**config.mk**
```make
export PLATFORM = sky130hd
export DESIGN_NAME = serial_sub_flat
export DESIGN_NICKNAME = d
export VERILOG_FILES = /design/src/rtl/serial_sub_pkg.sv /design/src/rtl/serial_sub_if.sv /design/src/rtl/sub_digit.sv /design/src/rtl/serial_sub.sv /design/src/flat_wrapper.sv
export SDC_FILE = /design/constraint.sdc
export NUM_CORES = 1
export LEC_CHECK = 0
export BUFFER_PORTS_ARGS = -buffer_cell sky130_fd_sc_hd__clkbuf_2
export CAP_MARGIN = 20
export CORE_MARGIN = 8
export CORE_UTILIZATION = 45
export DETAILED_ROUTE_END_ITERATION = 8
export PLACE_DENSITY = 0.76
export SYNTH_ARGS = -nofsm -noshare
export SYNTH_HDL_FRONTEND = slang
export SYNTH_HIERARCHICAL = 1
export SYNTH_SLANG_ARGS = --single-unit
```
**constraint.sdc**
```tcl
create_clock -name clk -period 6.7 [get_ports clk]
set_input_delay 0 -clock clk [delete_from_list [all_inputs] [get_ports clk]]
set_output_delay 0 -clock clk [all_outputs]
set_load 0.02 [all_outputs]
```
**src/rtl/serial_sub_pkg.sv**
```systemverilog
// serial_sub_pkg: state encoding and sizing helpers shared by the serial subtractor.
package serial_sub_pkg;

    typedef enum logic [1:0] {
        ST_IDLE = 2'd0,
        ST_RUN  = 2'd1,
        ST_DONE = 2'd2
    } state_t;

    // Counter width for n digit steps; never narrower than one bit.
    function automatic int clog2(input int n);
        int r;
        r = 1;
        while ((1 << r) < n) r++;
        return r;
    endfunction

endpackage

```
**src/rtl/serial_sub_if.sv**
```systemverilog
// serial_sub_if: start/done request and result bundle of the serial subtractor.
// Carries ovf only when SERIAL_SUB_OVF_EN is defined.
interface serial_sub_if #(parameter int WIDTH = 16);

    logic             start;
    logic [WIDTH-1:0] a;
    logic [WIDTH-1:0] b;
    logic             b_in;
    logic             busy;
    logic             done;
    logic [WIDTH-1:0] d;
    logic             b_out;
    logic             zero;
`ifdef SERIAL_SUB_OVF_EN
    logic             ovf;

    modport master (output start, a, b, b_in, input busy, done, d, b_out, zero, ovf);
    modport slave  (input start, a, b, b_in, output busy, done, d, b_out, zero, ovf);
`else
    modport master (output start, a, b, b_in, input busy, done, d, b_out, zero);
    modport slave  (input start, a, b, b_in, output busy, done, d, b_out, zero);
`endif

endinterface

```
**src/rtl/sub_digit.sv**
```systemverilog
// sub_digit: combinational ripple of DIGIT full-subtract cells.
module sub_digit #(
    parameter int DIGIT = 4
) (
    input  logic [DIGIT-1:0] a,
    input  logic [DIGIT-1:0] b,
    input  logic             bw_in,
    output logic [DIGIT-1:0] diff,
    output logic             bw_out,
    output logic             bw_msb_in
);

    logic [DIGIT:0] bw;

    always_comb begin
        diff  = '0;
        bw    = '0;
        bw[0] = bw_in;
        for (int i = 0; i < DIGIT; i++) begin
            diff[i]   = a[i] ^ b[i] ^ bw[i];
            bw[i + 1] = (~(a[i] ^ b[i]) & bw[i]) | (~a[i] & b[i]);
        end
    end

    assign bw_out    = bw[DIGIT];
    assign bw_msb_in = bw[DIGIT-1];

endmodule

```
**src/rtl/serial_sub.sv**
```systemverilog
// serial_sub: multi-cycle a - b - b_in, DIGIT bits per clock, LSB digit first.
// Define SERIAL_SUB_OVF_EN to add the registered signed-overflow output ovf.
module serial_sub
    import serial_sub_pkg::*;
#(
    parameter int WIDTH = 16,
    parameter int DIGIT = 4
) (
    input logic         clk,
    input logic         rst,
    serial_sub_if.slave bus
);

    localparam int N  = WIDTH / DIGIT;
    localparam int CW = clog2(N);

    if (DIGIT < 1 || DIGIT > WIDTH || (WIDTH % DIGIT) != 0) begin : g_bad_cfg
        $error("serial_sub: WIDTH must be a multiple of DIGIT with 1 <= DIGIT <= WIDTH");
    end

    state_t           state_q, state_d;
    logic [CW-1:0]    cnt_q, cnt_d;
    logic [WIDTH-1:0] a_q, a_d, b_q, b_d, acc_q, acc_d, d_q, d_d;
    logic             bw_q, bw_d, b_out_q, b_out_d, zero_q, zero_d;
    logic             busy_q, done_q, done_d;
    logic [DIGIT-1:0] diff;
    logic             dig_bw, dig_msb;
    logic             last;
    logic [WIDTH+DIGIT-1:0] acc_next;

    sub_digit #(.DIGIT(DIGIT)) u_digit (
        .a        (a_q[DIGIT-1:0]),
        .b        (b_q[DIGIT-1:0]),
        .bw_in    (bw_q),
        .diff     (diff),
        .bw_out   (dig_bw),
        .bw_msb_in(dig_msb)
    );

    // New digits enter at the top so the LSB digit ends at bit 0 after N steps.
    assign acc_next = {diff, acc_q};
    assign last     = cnt_q == CW'(N - 1);

`ifdef SERIAL_SUB_OVF_EN
    logic ovf_q, ovf_d;
`else
    logic unused_msb;
    assign unused_msb = dig_msb;
`endif

    always_comb begin
        state_d = state_q;
        cnt_d   = cnt_q;
        a_d     = a_q;
        b_d     = b_q;
        bw_d    = bw_q;
        acc_d   = acc_q;
        d_d     = d_q;
        b_out_d = b_out_q;
        zero_d  = zero_q;
        done_d  = 1'b0;
`ifdef SERIAL_SUB_OVF_EN
        ovf_d   = ovf_q;
`endif
        case (state_q)
            ST_IDLE, ST_DONE: begin
                state_d = bus.start ? ST_RUN : ST_IDLE;
                if (bus.start) begin
                    a_d   = bus.a;
                    b_d   = bus.b;
                    bw_d  = bus.b_in;
                    cnt_d = '0;
                end
            end
            ST_RUN: begin
                a_d   = a_q >> DIGIT;
                b_d   = b_q >> DIGIT;
                bw_d  = dig_bw;
                acc_d = acc_next[WIDTH+DIGIT-1:DIGIT];
                cnt_d = cnt_q + CW'(1);
                if (last) begin
                    state_d = ST_DONE;
                    d_d     = acc_d;
                    b_out_d = dig_bw;
                    zero_d  = acc_d == '0;
                    done_d  = 1'b1;
`ifdef SERIAL_SUB_OVF_EN
                    ovf_d   = dig_msb ^ dig_bw;
`endif
                end
            end
            default: state_d = ST_IDLE;
        endcase
    end

    always_ff @(posedge clk) begin
        if (rst) begin
            state_q <= ST_IDLE;
            cnt_q   <= '0;
            a_q     <= '0;
            b_q     <= '0;
            bw_q    <= 1'b0;
            acc_q   <= '0;
            d_q     <= '0;
            b_out_q <= 1'b0;
            zero_q  <= 1'b0;
            busy_q  <= 1'b0;
            done_q  <= 1'b0;
`ifdef SERIAL_SUB_OVF_EN
            ovf_q   <= 1'b0;
`endif
        end else begin
            state_q <= state_d;
            cnt_q   <= cnt_d;
            a_q     <= a_d;
            b_q     <= b_d;
            bw_q    <= bw_d;
            acc_q   <= acc_d;
            d_q     <= d_d;
            b_out_q <= b_out_d;
            zero_q  <= zero_d;
            busy_q  <= state_d == ST_RUN;
            done_q  <= done_d;
`ifdef SERIAL_SUB_OVF_EN
            ovf_q   <= ovf_d;
`endif
        end
    end

    assign bus.busy  = busy_q;
    assign bus.done  = done_q;
    assign bus.d     = d_q;
    assign bus.b_out = b_out_q;
    assign bus.zero  = zero_q;
`ifdef SERIAL_SUB_OVF_EN
    assign bus.ovf   = ovf_q;
`endif

endmodule

```
**src/flat_wrapper.sv**
```systemverilog
// flat-port wrapper written by rule: the top's interface ports become plain ports
module serial_sub_flat import serial_sub_pkg::*;
#(
    parameter int WIDTH = 16,
    parameter int DIGIT = 4
)
  (clk, rst, bus_start, bus_a, bus_b, bus_b_in, bus_busy, bus_done, bus_d, bus_b_out, bus_zero);
  serial_sub_if #(.WIDTH(WIDTH)) bus_i ();
  input logic clk;
  input logic rst;
  input wire logic [$bits(bus_i.start)-1:0] bus_start;
  input wire logic [$bits(bus_i.a)-1:0] bus_a;
  input wire logic [$bits(bus_i.b)-1:0] bus_b;
  input wire logic [$bits(bus_i.b_in)-1:0] bus_b_in;
  output wire logic [$bits(bus_i.busy)-1:0] bus_busy;
  output wire logic [$bits(bus_i.done)-1:0] bus_done;
  output wire logic [$bits(bus_i.d)-1:0] bus_d;
  output wire logic [$bits(bus_i.b_out)-1:0] bus_b_out;
  output wire logic [$bits(bus_i.zero)-1:0] bus_zero;
  assign bus_i.start = bus_start;
  assign bus_i.a = bus_a;
  assign bus_i.b = bus_b;
  assign bus_i.b_in = bus_b_in;
  assign bus_busy = bus_i.busy;
  assign bus_done = bus_i.done;
  assign bus_d = bus_i.d;
  assign bus_b_out = bus_i.b_out;
  assign bus_zero = bus_i.zero;
  serial_sub #(.WIDTH(WIDTH), .DIGIT(DIGIT)) u_core (.clk(clk), .rst(rst), .bus(bus_i));
endmodule
```
==> results.txt <==
----------------------------------------------------
[Timing]
  Max-slew violation count ... 0
  Worst slew margin ... 0.461
  Tmin final ... 2530 ps
  Final clock skew ... 6.13 ps
  Setup repair after global routing missed its margin ... false
  Worst setup margin ... between 4000 and 5000 ps
  Setup Total Neg Slack ... 0 ps
  Final clock period utilization by the worst path ... 0.378
  Achievable frequency ... 0.395 GHz
  Worst slack on hold paths ... 39.5 ps
  Number of hold violations in the final report ... 0
  Final setup violating endpoints ... 0
  Slew of the pin with the lowest slew margin ... 806 ps

[Route]
  Routed len/inst ... ~14 µm
  Final wirelength ... ~6.8 mm
  Router iterations before antenna repair ... 4
  Drc violations ... 0
  Via density per instance ... 5.27
  Via Count ... around 2,500
  Number of nets still failing antenna checks after routing ... 0
  Detailed router's first-iteration violation count ... 207

[Synthesis]
  Top post-synthesis cells by count ... 69 x dfxtp_1, 69 x nand2_1, 48 x nor3_1
  Post-Synthesis Mean Instance Area ... slightly above 8 µm²
  Netlist area before placement ... 2680 µm²
  Synth async-reset ratio ... 0
  Cell type with the highest aggregate area in the netlist ... dfxtp_1
  Warning count from the yosys run ... 6
  Synth Flop Type ... dfxtp_1
  Gate count after technology mapping ... approximately 320
  Cell types with the largest area share after synthesis ... dfxtp_1 51%, nand2_1 9.7%, nor3_1 9.0%
  Sequential element share of the synthesized area ... 0.515
  Share of the synthesized area in the top cell type ... 0.515
  Post-Syn Nets ... between 300 and 400
  Register bit count reported by yosys ... between 60 and 70
  Post-synth EDFFs ... 0
  Distinct cell type count of the synthesized netlist ... 23

[CTS]
  Number of clock sinks ... 69
  Skew-Pair Late Insertion Delay ... between 300 and 400 ps
  CTS tree ... built
  Number of buffers between clock root and the deepest sink ... 2
  Clock transition time at the flip-flop clock pins of the worst setup and hold paths ... ~70 ps
  Total clock buffers created by CTS ... 9
  Buffers inserted by post-CTS timing repair ... 0
  Count of instances resized after the clock tree is built ... 0
  CTS H-tree depth ... 3
  CTS root buffer ... clkbuf_8

[Setup path]
  Data required time of the critical path ... 6960 ps
  Arrival time worst endpoint ... 2790 ps
  Category of the most critical setup path ... register to register
  Category of the worst setup path capture point ... register
  Worst Path Max Fanout ... 3
  Category of the worst setup path launch point ... register

[Outcome]
  Status ... finished, final reports clean

[Global route]
  Vias in the first global route ... about 2,400
  Pin count of the biggest net entering global routing ... approximately 70
  Grt ovf ... 0
  Wire length of the first global-routing pass ... 11.2 mm
  Global-route total usage across every layer ... 0.162
  Number of antenna violations at the first check in global routing ... 0

[Power]
  Power per unit of standard cell area ... ~280 nW/µm²
  Sum of internal, switching and leakage power ... between 1 and 1.5 mW
  VDD IR-drop max ... ~0.22 mV
  Leakage power ... 1.39 nW

[Min path]
  HP Class ... input port to register

[Die]
  Total core area ... roughly 6000 µm²
  Die extent in x ... slightly above 90 µm
  Number of I/O pins ... 56
  Die Area ... 8690 µm²
  Number of placement rows ... 28
  Initial standard-cell utilization of the core ... 0.459
  Die Height ... 93.2 µm

[Placement]
  HPWL Detailed ... 4.06 mm
  Count of placed standard cells including taps ... 430
  Placed Instance Area ... 2950 µm²
  Number of I/O port buffers ... 55
  RePlAce Congestion ... approximately 0.75
  Post-Place Worst Slack ... about 4200 ps

[Layout]
  Final #Nets ... roughly 440
  Antenna Cells ... 0
  Area growth from synthesis to layout ... 31.0%
  Core utilization of the finished layout ... 0.601
  Filler Cell Count ... 531
  Total area of multi-input combinational cells ... ~1100 µm²
  Storage element area ... ~1400 µm²
  Share of final-layout standard cells stronger than drive strength 1 ... 0.191
  Fin area ... around 3500 µm²
  Final Non-Filler Cells ... 478

[Flow run]
  Max Cap Violations ... 0

----------------------------------------------------
## worst max-delay path: stages, from the launching register on
cell and delay (ps):
dfxtp_1 320, inv_1 70, fa_1 160, inv_1 40
fa_1 380, fa_1 370, inv_1 70, fa_1 450
nor4_1 280, nand4_1 110, o31ai_1 190
## state kept, by name, indices dropped and copies added (netlist names)
name / flops
u_core/acc_q: 12
u_core/bus.done: 1
u_core/a_q: 16
u_core/bus.d: 16
u_core/bus.b_out: 1
u_core/cnt_q: 2
u_core/bus.zero: 1
u_core/b_q: 16
u_core/state_q: 2
u_core/bw_q: 1
u_core/bus.busy: 1
## power by group
| part | switching (mW) | internal (mW) | leakage (nW) |
|---|---|---|---|
| clock | 0.161 | 0.256 | 0.119 |
| combinational | 0.0732 | 0.0601 | 0.712 |
| sequential | 0.0161 | 0.435 | 0.564 |
| total | 0.250 | 0.751 | 1.39 |
## final cells by class
cell class,instances,share of cell area
flip-flops and latches,69,0.393
repair buffers,92,0.180
multi-input cells,216,0.319
inverters,10,0.0107
clock inverters,6,0.0313
clock buffers,10,0.0392
well taps,75,0.0267
## cell usage in the layout, fill, tap and decap left out
| cell | n |
|---|---|
| nand3b_1 | 2 |
| bufinv_16 | 3 |
| ha_1 | 1 |
| dlygate4sd3_1 | 32 |
| nand3_1 | 10 |
| nand4_1 | 1 |
| clkbuf_8 | 10 |
| and3b_1 | 1 |
| dfxtp_1 | 69 |
| nor3_1 | 48 |
| a311oi_1 | 1 |
| nand2b_1 | 3 |
| fa_1 | 4 |
| buf_4 | 5 |
| nand2_1 | 69 |
| nor4_1 | 4 |
| nor2_1 | 5 |
| nor2b_2 | 1 |
| o31ai_1 | 1 |
| o21a_1 | 1 |
| o22ai_1 | 24 |
| clkinvlp_4 | 2 |
| a21oi_1 | 39 |
| clkinv_2 | 1 |
| inv_1 | 10 |
| and2b_1 | 1 |
| clkbuf_2 | 55 |
## path summary, 6_finish.rpt
check / startpoint / endpoint / slack (ps) / cells past startpoint
min: bus_a[0] / u_core/a_q[0] / 40 / 3
max reg2reg: u_core/b_q[0] / u_core/bus.zero / 4170 / 10
min reg2reg: u_core/bus.d[6] / u_core/bus.d[6] / 450 / 2
max: u_core/b_q[0] / u_core/bus.zero / 4170 / 10
## layer usage
metal,global-route usage,share of wire,vias to the layer above
li1,-,-,1258
met1,0.184,0.42,1161
met2,0.253,0.48,80
met3,0.0769,0.077,18
met4,0.0752,0.025,0
met5,0,0,-
## timing repair
item,CTS,global route
endpoints found under the setup margin,0,0
hold endpoints to repair,32,0
hold buffers,32,0
## cells by family after synthesis
group | after synthesis | synth area share
buffers and inverters | 39 | 0.0686
DFF | 69 | 0.515
AOI/OAI and AO/OA | 66 | 0.138
and+or+nand+nor | 145 | 0.244
adders and majority gates | 5 | 0.0345
Note: power is estimated with default switching activity, not from simulation.
